`src/rtl/crc_engine.sv`:
```
// Parametrised CRC accumulator: folds DATA_W-bit words into a CRC_W-bit register, BPC bits per clock.
// Latency: a word accepted at edge T is busy for N = DATA_W/BPC cycles; done pulses in cycle T+N+1.
// Backpressure: start_i is only taken while busy_o is low; requests during a word are dropped, not queued.
module crc_engine #(
    parameter int                CRC_W     = 8,
    parameter logic [CRC_W-1:0]  POLY      = 8'h07,
    parameter int                DATA_W    = 8,
    parameter int                BPC       = 1,
    parameter int                MSB_FIRST = 1,
    parameter logic [CRC_W-1:0]  XOR_OUT   = 8'h00
) (
    input  logic              clk_i,
    input  logic              rst_i,
    input  logic [CRC_W-1:0]  init_val_i,
    input  logic              clear_i,
    input  logic              start_i,
    input  logic [DATA_W-1:0] data_i,
    output logic              busy_o,
    output logic              done_o,
    output logic [CRC_W-1:0]  result_o
);

    localparam int N     = DATA_W / BPC;
    localparam int CNT_W = (N > 1) ? $clog2(N) : 1;
    localparam logic [CNT_W-1:0] LAST = CNT_W'(N - 1);

    typedef enum logic {
        IDLE  = 1'b0,
        SHIFT = 1'b1
    } state_t;

    state_t             state;
    logic [CRC_W-1:0]   crc_reg;
    logic [CRC_W-1:0]   crc_next;
    logic [DATA_W-1:0]  sreg;
    logic [DATA_W-1:0]  sreg_next;
    logic [CNT_W-1:0]   cnt;
    logic               busy_q;
    logic               done_q;
    logic               bit_d;
    logic               fb;

    // Consume the next BPC stream bits: the word register shifts toward its consumed end so the
    // current bit always sits at a fixed position, and each bit is folded into the CRC in turn.
    always_comb begin
        crc_next  = crc_reg;
        sreg_next = sreg;
        bit_d     = 1'b0;
        fb        = 1'b0;
        for (int i = 0; i < BPC; i++) begin
            if (MSB_FIRST != 0) begin
                bit_d     = sreg_next[DATA_W-1];
                sreg_next = sreg_next << 1;
            end else begin
                bit_d     = sreg_next[0];
                sreg_next = sreg_next >> 1;
            end
            fb       = bit_d ^ crc_next[CRC_W-1];
            crc_next = {crc_next[CRC_W-2:0], 1'b0} ^ (fb ? POLY : '0);
        end
    end

    // Control FSM and datapath state: reset > clear > start; clear reseeds and aborts any word,
    // but a clear coinciding with start in IDLE still accepts the word against the fresh seed.
    always_ff @(posedge clk_i) begin
        if (rst_i) begin
            state   <= IDLE;
            crc_reg <= init_val_i;
            sreg    <= '0;
            cnt     <= '0;
            busy_q  <= 1'b0;
            done_q  <= 1'b0;
        end else begin
            done_q <= 1'b0;
            if (clear_i) begin
                crc_reg <= init_val_i;
                cnt     <= '0;
                if (state == IDLE && start_i) begin
                    sreg   <= data_i;
                    state  <= SHIFT;
                    busy_q <= 1'b1;
                end else begin
                    state  <= IDLE;
                    busy_q <= 1'b0;
                end
            end else begin
                case (state)
                    IDLE: begin
                        if (start_i) begin
                            sreg   <= data_i;
                            cnt    <= '0;
                            state  <= SHIFT;
                            busy_q <= 1'b1;
                        end
                    end
                    SHIFT: begin
                        crc_reg <= crc_next;
                        sreg    <= sreg_next;
                        cnt     <= cnt + CNT_W'(1);
                        if (cnt == LAST) begin
                            state  <= IDLE;
                            busy_q <= 1'b0;
                            done_q <= 1'b1;
                        end
                    end
                    default: begin
                        state  <= IDLE;
                        busy_q <= 1'b0;
                    end
                endcase
            end
        end
    end

    assign busy_o   = busy_q;
    assign done_o   = done_q;
    assign result_o = crc_reg ^ XOR_OUT;

endmodule

```
`config.mk`:
```
export PLATFORM = sky130hd
export DESIGN_NAME = crc_engine
export DESIGN_NICKNAME = d
export VERILOG_FILES = /design/src/rtl/crc_engine.sv
export SDC_FILE = /design/constraint.sdc
export NUM_CORES = 1
export LEC_CHECK = 0
export ABC_AREA = 1
export ABC_CLOCK_PERIOD_IN_PS = 1640
export CAP_MARGIN = 30
export CORE_ASPECT_RATIO = 1.5
export CORE_MARGIN = 8
export CORE_UTILIZATION = 45
export CTS_CLUSTER_DIAMETER = 120
export DETAILED_ROUTE_END_ITERATION = 8
export PLACE_DENSITY = 0.76
export SYNTH_ARGS = -nofsm -noshare
export SYNTH_HDL_FRONTEND = slang
export SYNTH_SLANG_ARGS = --single-unit
export TNS_END_PERCENT = 30
```
`constraint.sdc`:
```
create_clock -name clk_i -period 1.64 [get_ports clk_i]
set_input_delay 0.492 -clock clk_i [delete_from_list [all_inputs] [get_ports clk_i]]
set_output_delay 0.492 -clock clk_i [all_outputs]
set_load 0.02 [all_outputs]
```
==> reports/results.ini, run 1 <==
[run_status]
outcome=complete, no violations

[final_layout]
regArea_sq_um=520
nets=191
multiInputGateArea_sq_um=495
drive_gt1_share_pct=17.3
areaGrowthSynthToFinish_pct=32.8
utilization_pct=61.6
diodes=0
n_fill_cell=222

[critical_path]
cp_max_fo=3
cp-end-kind=primary output
critPathRequiredTime_ns=1.15
critical-path-max-stage-delay_ns=0.45
path_class=flop to primary output
path_buf_inv=1
cpLargestDelayFamily=flip-flops
worstPathCellList=dlygate4sd2_1
cpMaxStageDelayCell=edfxtp_1
arrival_ns=1.11
start_kind=flop

[clock_tree]
htree_num_levels=1
cts_setup_buffers=0
clock-root-buffer=clkbuf_4
cts_buffers=3
cts_hold_buf=0
clock_sinks=22
clk_latency_ns=0.31
cts_resized=10
clkTransAtPathRegs_ns=0.12
cts_tree=done
cts_buffer_depth=2

[routing]
route.detailed.drc=0
ant_nets=0
vias=947
routed_via_density=4.93
drt_wl_total_mm=2.48
drt_iter0_markers=26
routedWlPerCell_microns=12.9
dr.pass1.iters=4

[sta]
drv_slew=0
worst_slew_pin_slew_ns=0.470
relSlewSlack_pct=68.6
finalWorstSetupSlack_ns=0.0415
period_needed_ns=1.60
finClkSkew_ns=0.00652
fmax_ghz=0.626
rsz0062_at_grt=false
finalHoldViolations=0
post-route-period-util_pct=97.5
setup_viol=0

[pwr]
internal_power_w=0.000819
peakVddDrop_mv=0.510
combPwrFrac_pct=23.1
cellLeakagePower_nw=0.677
switching_share_pct=29.2
total_power_w=0.00116
sequentialPowerShare_pct=55.0
switching_power_w=0.000337
p_per_area_nw_per_um2=784
clockPowerShare_pct=21.9

[global_route]
grt-ovfl-total=0
grt_pass1_vias=1023
grt_pass1_wl_mm=4.21
grt_max_degree=13
antenna_found_initial=0
grt_usage_pct=11.5

[synthesis]
synth_top_cell_by_area=dfxtp_1
synth_nets=152
synth_seq_cells=22
synth_cells=130
synth.distinct_cells=22
ys_top_cells_by_area=dfxtp_1 25%, edfxtp_1 22%, nand2_1 14%
synth.avg_cell_area_sq_um=8.55
ys_seq_area_share_pct=46.8
synth_area_sq_um=1110
yosysWarnings=0
synth_top_area_share_pct=25.2

[job]
maxCapViolations=0

[floorplan]
start_util_pct=46.4
die_h_microns=76.9
io_pins=30
dieArea_sq_um=4350
core_sq_um=2390
row_count=22
die_w_microns=56.6

[placed_design]
io_buffers=29
globalplace.congestion=0.758
dpl_worst_slack_ns=-0.132
dp_hpwl_mm=2.00

[hold_path]
hp-class=flop to flop

-- cell type report --
type	count	area share, %
timing repair buffer	36	22.4
clock inverter	1	0.254
inverter	18	4.92
sequential	22	35.3
clock buffer	3	1.53
tap	24	2.04
multi-input combinational	88	33.6
-- logic make-up after synthesis --
group	after synthesis	share of synthesized area (%)
flip-flops	22	46.8
adder cells (fa/ha/maj)	2	2.25
buffers and inverters	20	8.56
AO/OA/AOI/OAI	20	11.8
AND/OR/NAND/NOR	66	30.5
-- cells in the final DEF, fill, tap and decap left out --
master | netlist | routed
nand4_1 | 1 | 1
nand2_1 | 40 | 40
ha_1 | 2 | 2
clkinv_1 | 0 | 1
inv_1 | 14 | 14
nand2_4 | 1 | 1
a31oi_1 | 1 | 1
inv_2 | 3 | 3
buf_4 | 0 | 7
o21ai_0 | 6 | 6
nor2_4 | 2 | 2
a21oi_1 | 4 | 4
clkdlybuf4s50_1 | 0 | 19
dfxtp_1 | 14 | 14
or2_0 | 2 | 2
nand3_1 | 8 | 8
o21ai_1 | 1 | 1
nor2_1 | 8 | 8
clkbuf_4 | 0 | 3
o21ai_2 | 7 | 7
edfxtp_1 | 8 | 8
nand2_8 | 3 | 3
nor2_2 | 1 | 1
a21oi_2 | 1 | 1
inv_6 | 1 | 1
dlygate4sd2_1 | 0 | 10
-- cells in the mapped netlist, drive strengths merged --
library cell  count
a21oi             5
a31oi             1
buf               2
dfxtp            14
edfxtp            8
ha                2
inv              18
nand2            44
nand3             8
nand4             1
nor2             11
o21ai            14
or2               2
-- layer usage --
metal	part of all wire (%)	wire length (microns)	track usage (%)	up-vias
met5	0	0	0	-
met4	1.5	38	5.07	0
met3	7.2	178	3.62	4
met2	49	1210	20.0	34
met1	43	1050	12.0	418
li1	-	-	-	491
-- metrics by stage --
stage | cell area [sq um] | cells | hold WS, ns | setup TNS, ns
finish | 1480 | 192 | 0.476 | 0
global placement | 1460 | 188 | 0.437 | -1.75
global route | 1480 | 192 | 0.499 | 0
detailed placement | 1460 | 188 | 0.438 | -2.32
floorplan | 1110 | 130 | 0.427 | 0
CTS | 1480 | 192 | 0.469 | 0
-- path summary, 6_finish.rpt --
| path | start | to | slack (ns) | depth (start not counted) |
|---|---|---|---|---|
| hold / removal | sreg[4] | sreg[4] | 0.48 | 2 |
| setup / recovery | result_o[0] | result_o[0] | 0.04 | 1 |
| hold reg to reg | sreg[4] | sreg[4] | 0.48 | 2 |
| setup reg to reg | result_o[7] | result_o[1] | 0.37 | 7 |
-- power groups by stage --
stage	logic, W	registers [W]	clock network [W]
3_5_place_dp	0.000285	0.000650	0
3_3_place_gp	0.000277	0.000647	0
4_1_cts	0.000270	0.000637	0.000261
5_1_grt	0.000294	0.000642	0.000277
6_report	0.000267	0.000636	0.000253
2_1_floorplan	0.000133	0.000668	0
-- sequential cells by signal (all words and copies together) (netlist names) --
register	flops
busy_o	1
state	1
result_o	8
cnt	3
done_o	1
sreg	8
No activity file was read; power rests on OpenSTA's default activity.
==> run 2, diff against run 1 <==
ABC_AREA = default   (was 1)
PLACE_DENSITY = 0.78   (was 0.76)
==> run 2 against run 1 <==
Non-clock buffer count shrank 1. Clock power grew 40%. Setup slack gained 0.026 ns. Largest power group unchanged. Largest cell class unchanged. Sequential share of layout area grew 3.1 points. Cell count shrank 19%. Synthesized cell count shrank 24%. Wire length shrank 16%.
==> reports/results.ini, run 2 <==
[final_layout]
drive_gt1_share_pct=8.33
multiInputGateArea_sq_um=423
utilization_pct=62.9
areaGrowthSynthToFinish_pct=36.1
postLayoutCellArea_sq_um=1360
regArea_sq_um=520
nets=155
diodes=0
final_common_cell=nand2_1
n_fill_cell=189
final_cell_mix=21 x nand2_1, 19 x clkdlybuf4s50_1, 15 x nor2_1

[placed_design]
dp_hpwl_mm=1.67
placed_area_sq_um=1320
globalplace.congestion=0.845
io_buffers=29
dpl_worst_slack_ns=-0.214

[critical_path]
cpMaxStageDelayCell=edfxtp_1
critical-path-max-stage-delay_ns=0.43
critPathRequiredTime_ns=1.15
worstPathCellList=dlygate4sd2_1
worstReg2RegEnd=result_o[3]
start_kind=flop
cp-end-kind=primary output
cp_max_fo=2
cpLargestDelayFamily=flip-flops
rrSetupSlack_ns=0.36
r2r_start=state
path_class=flop to primary output
path_buf_inv=1
rr_worst_depth=1
arrival_ns=1.08

[sta]
fmax_ghz=0.636
finClkSkew_ns=0.00339
finalWorstSetupSlack_ns=0.0675
period_needed_ns=1.57
post-route-period-util_pct=95.9
setup_viol=0
drv_slew=0
rsz0062_at_grt=false
relSlewSlack_pct=76.6
finalHoldViolations=0
worst_slew_pin_slew_ns=0.352

[hold_path]
hold-path-endpoint=busy_o
worstHoldStart=busy_o
hp-class=flop to flop
hold_depth=2

[floorplan]
core_sq_um=2150
io_pins=30
row_count=21
start_util_pct=46.2
die_w_microns=54.4
die_h_microns=73.6
dieArea_sq_um=4010

[pwr]
p_per_area_nw_per_um2=907
peakVddDrop_mv=0.418
cellLeakagePower_nw=0.608

[synthesis]
synth_top_area_share_pct=28.1
synth_nets=121
synth_area_sq_um=996
synth_seq_cells=22
synth_common_cells=21 x nand2_1, 15 x nor2_1, 14 x dfxtp_1
synth.avg_cell_area_sq_um=10.1
synth.distinct_cells=23
synth-main-ff-cell=dfxtp_1
ys_top_cells_by_area=dfxtp_1 28%, edfxtp_1 24%, mux2i_1 9.0%
yosysWarnings=0
synth_most_common_cell=nand2_1
async_flop_share_pct=0
synth_cells=99
synth_edf_count=8
ys_seq_area_share_pct=52.3
synth_top_cell_by_area=dfxtp_1

[run_status]
outcome=complete, no violations

[clock_tree]
cts_resized=10
clk_latency_ns=0.31
clock-root-buffer=clkbuf_4
clock_sinks=22
clkTransAtPathRegs_ns=0.13
cts_buffer_depth=2
cts_tree=done
cts_buffers=3
htree_num_levels=1
cts_hold_buf=0
cts_setup_buffers=0

[routing]
dr.pass1.iters=4
routedWlPerCell_microns=13.4
ant_nets=0
route.detailed.drc=0
vias=802
routed_via_density=5.17
drt_iter0_markers=19
drt_wl_total_mm=2.08

[global_route]
antenna_found_initial=0
grt-ovfl-total=0
grt_pass1_wl_mm=3.37
grt_usage_pct=11.0
grt_max_degree=17
grt_pass1_vias=799

[job]
maxCapViolations=0

-- run 2: power by group --
group | internal (W) | switching [W]
combinational | 0.000123 | 0.000112
sequential | 0.000614 | 0.0000255
clock | 0.000186 | 0.000168
-- run 2: logic make-up (layout without fill, tap and decap cells) --
family	Yosys count	in the layout	synth area share, %
AO/OA/AOI/OAI	13	13	8.54
XOR/XNOR	3	3	2.64
adder cells (fa/ha/maj)	2	2	2.51
buffers and inverters	6	39	5.28
flip-flops	22	22	52.3
multiplexers	9	9	9.05
AND/OR/NAND/NOR	44	44	19.7
-- run 2: cell type report --
| class | count | area share [%] |
|---|---|---|
| multi-input cells | 71 | 31.2 |
| repair buffers | 35 | 24.7 |
| clock buffers | 4 | 3.51 |
| well taps | 23 | 2.12 |
| flip-flops and latches | 22 | 38.4 |
-- run 2: layer usage --
metal / GRT usage [%] / vias to the layer above / part of all wire, %
li1: - / 406 / -
met1: 11.7 / 368 / 42
met2: 19.1 / 24 / 50
met3: 2.23 / 4 / 6.9
met4: 5.77 / 0 / 1.7
met5: 0 / - / 0
-- run 2: worst max path at each step --
stage | start | endpoint | slack (ns) | cells past startpoint
floorplan | rst_i | result_o[0] | 0.24 | 2
global placement | clear_i | result_o[7] | -0.15 | 5
detailed placement | clear_i | result_o[6] | -0.21 | 5
CTS | result_o[7] | result_o[7] | 0.05 | 1
global route | result_o[7] | result_o[7] | 0.02 | 1
finish | result_o[7] | result_o[7] | 0.07 | 1
-- run 2: per-stage QoR --
step	instances	setup TNS, ns	total power (W)	hold slack (ns)
2_1_floorplan	99	0	0.000791	0.478
3_3_place_gp	151	-2.30	0.000903	0.485
3_5_place_dp	151	-3.53	0.000907	0.483
4_1_cts	155	0	0.00124	0.502
5_1_grt	155	0	0.00128	0.529
6_report	155	0	0.00123	0.501
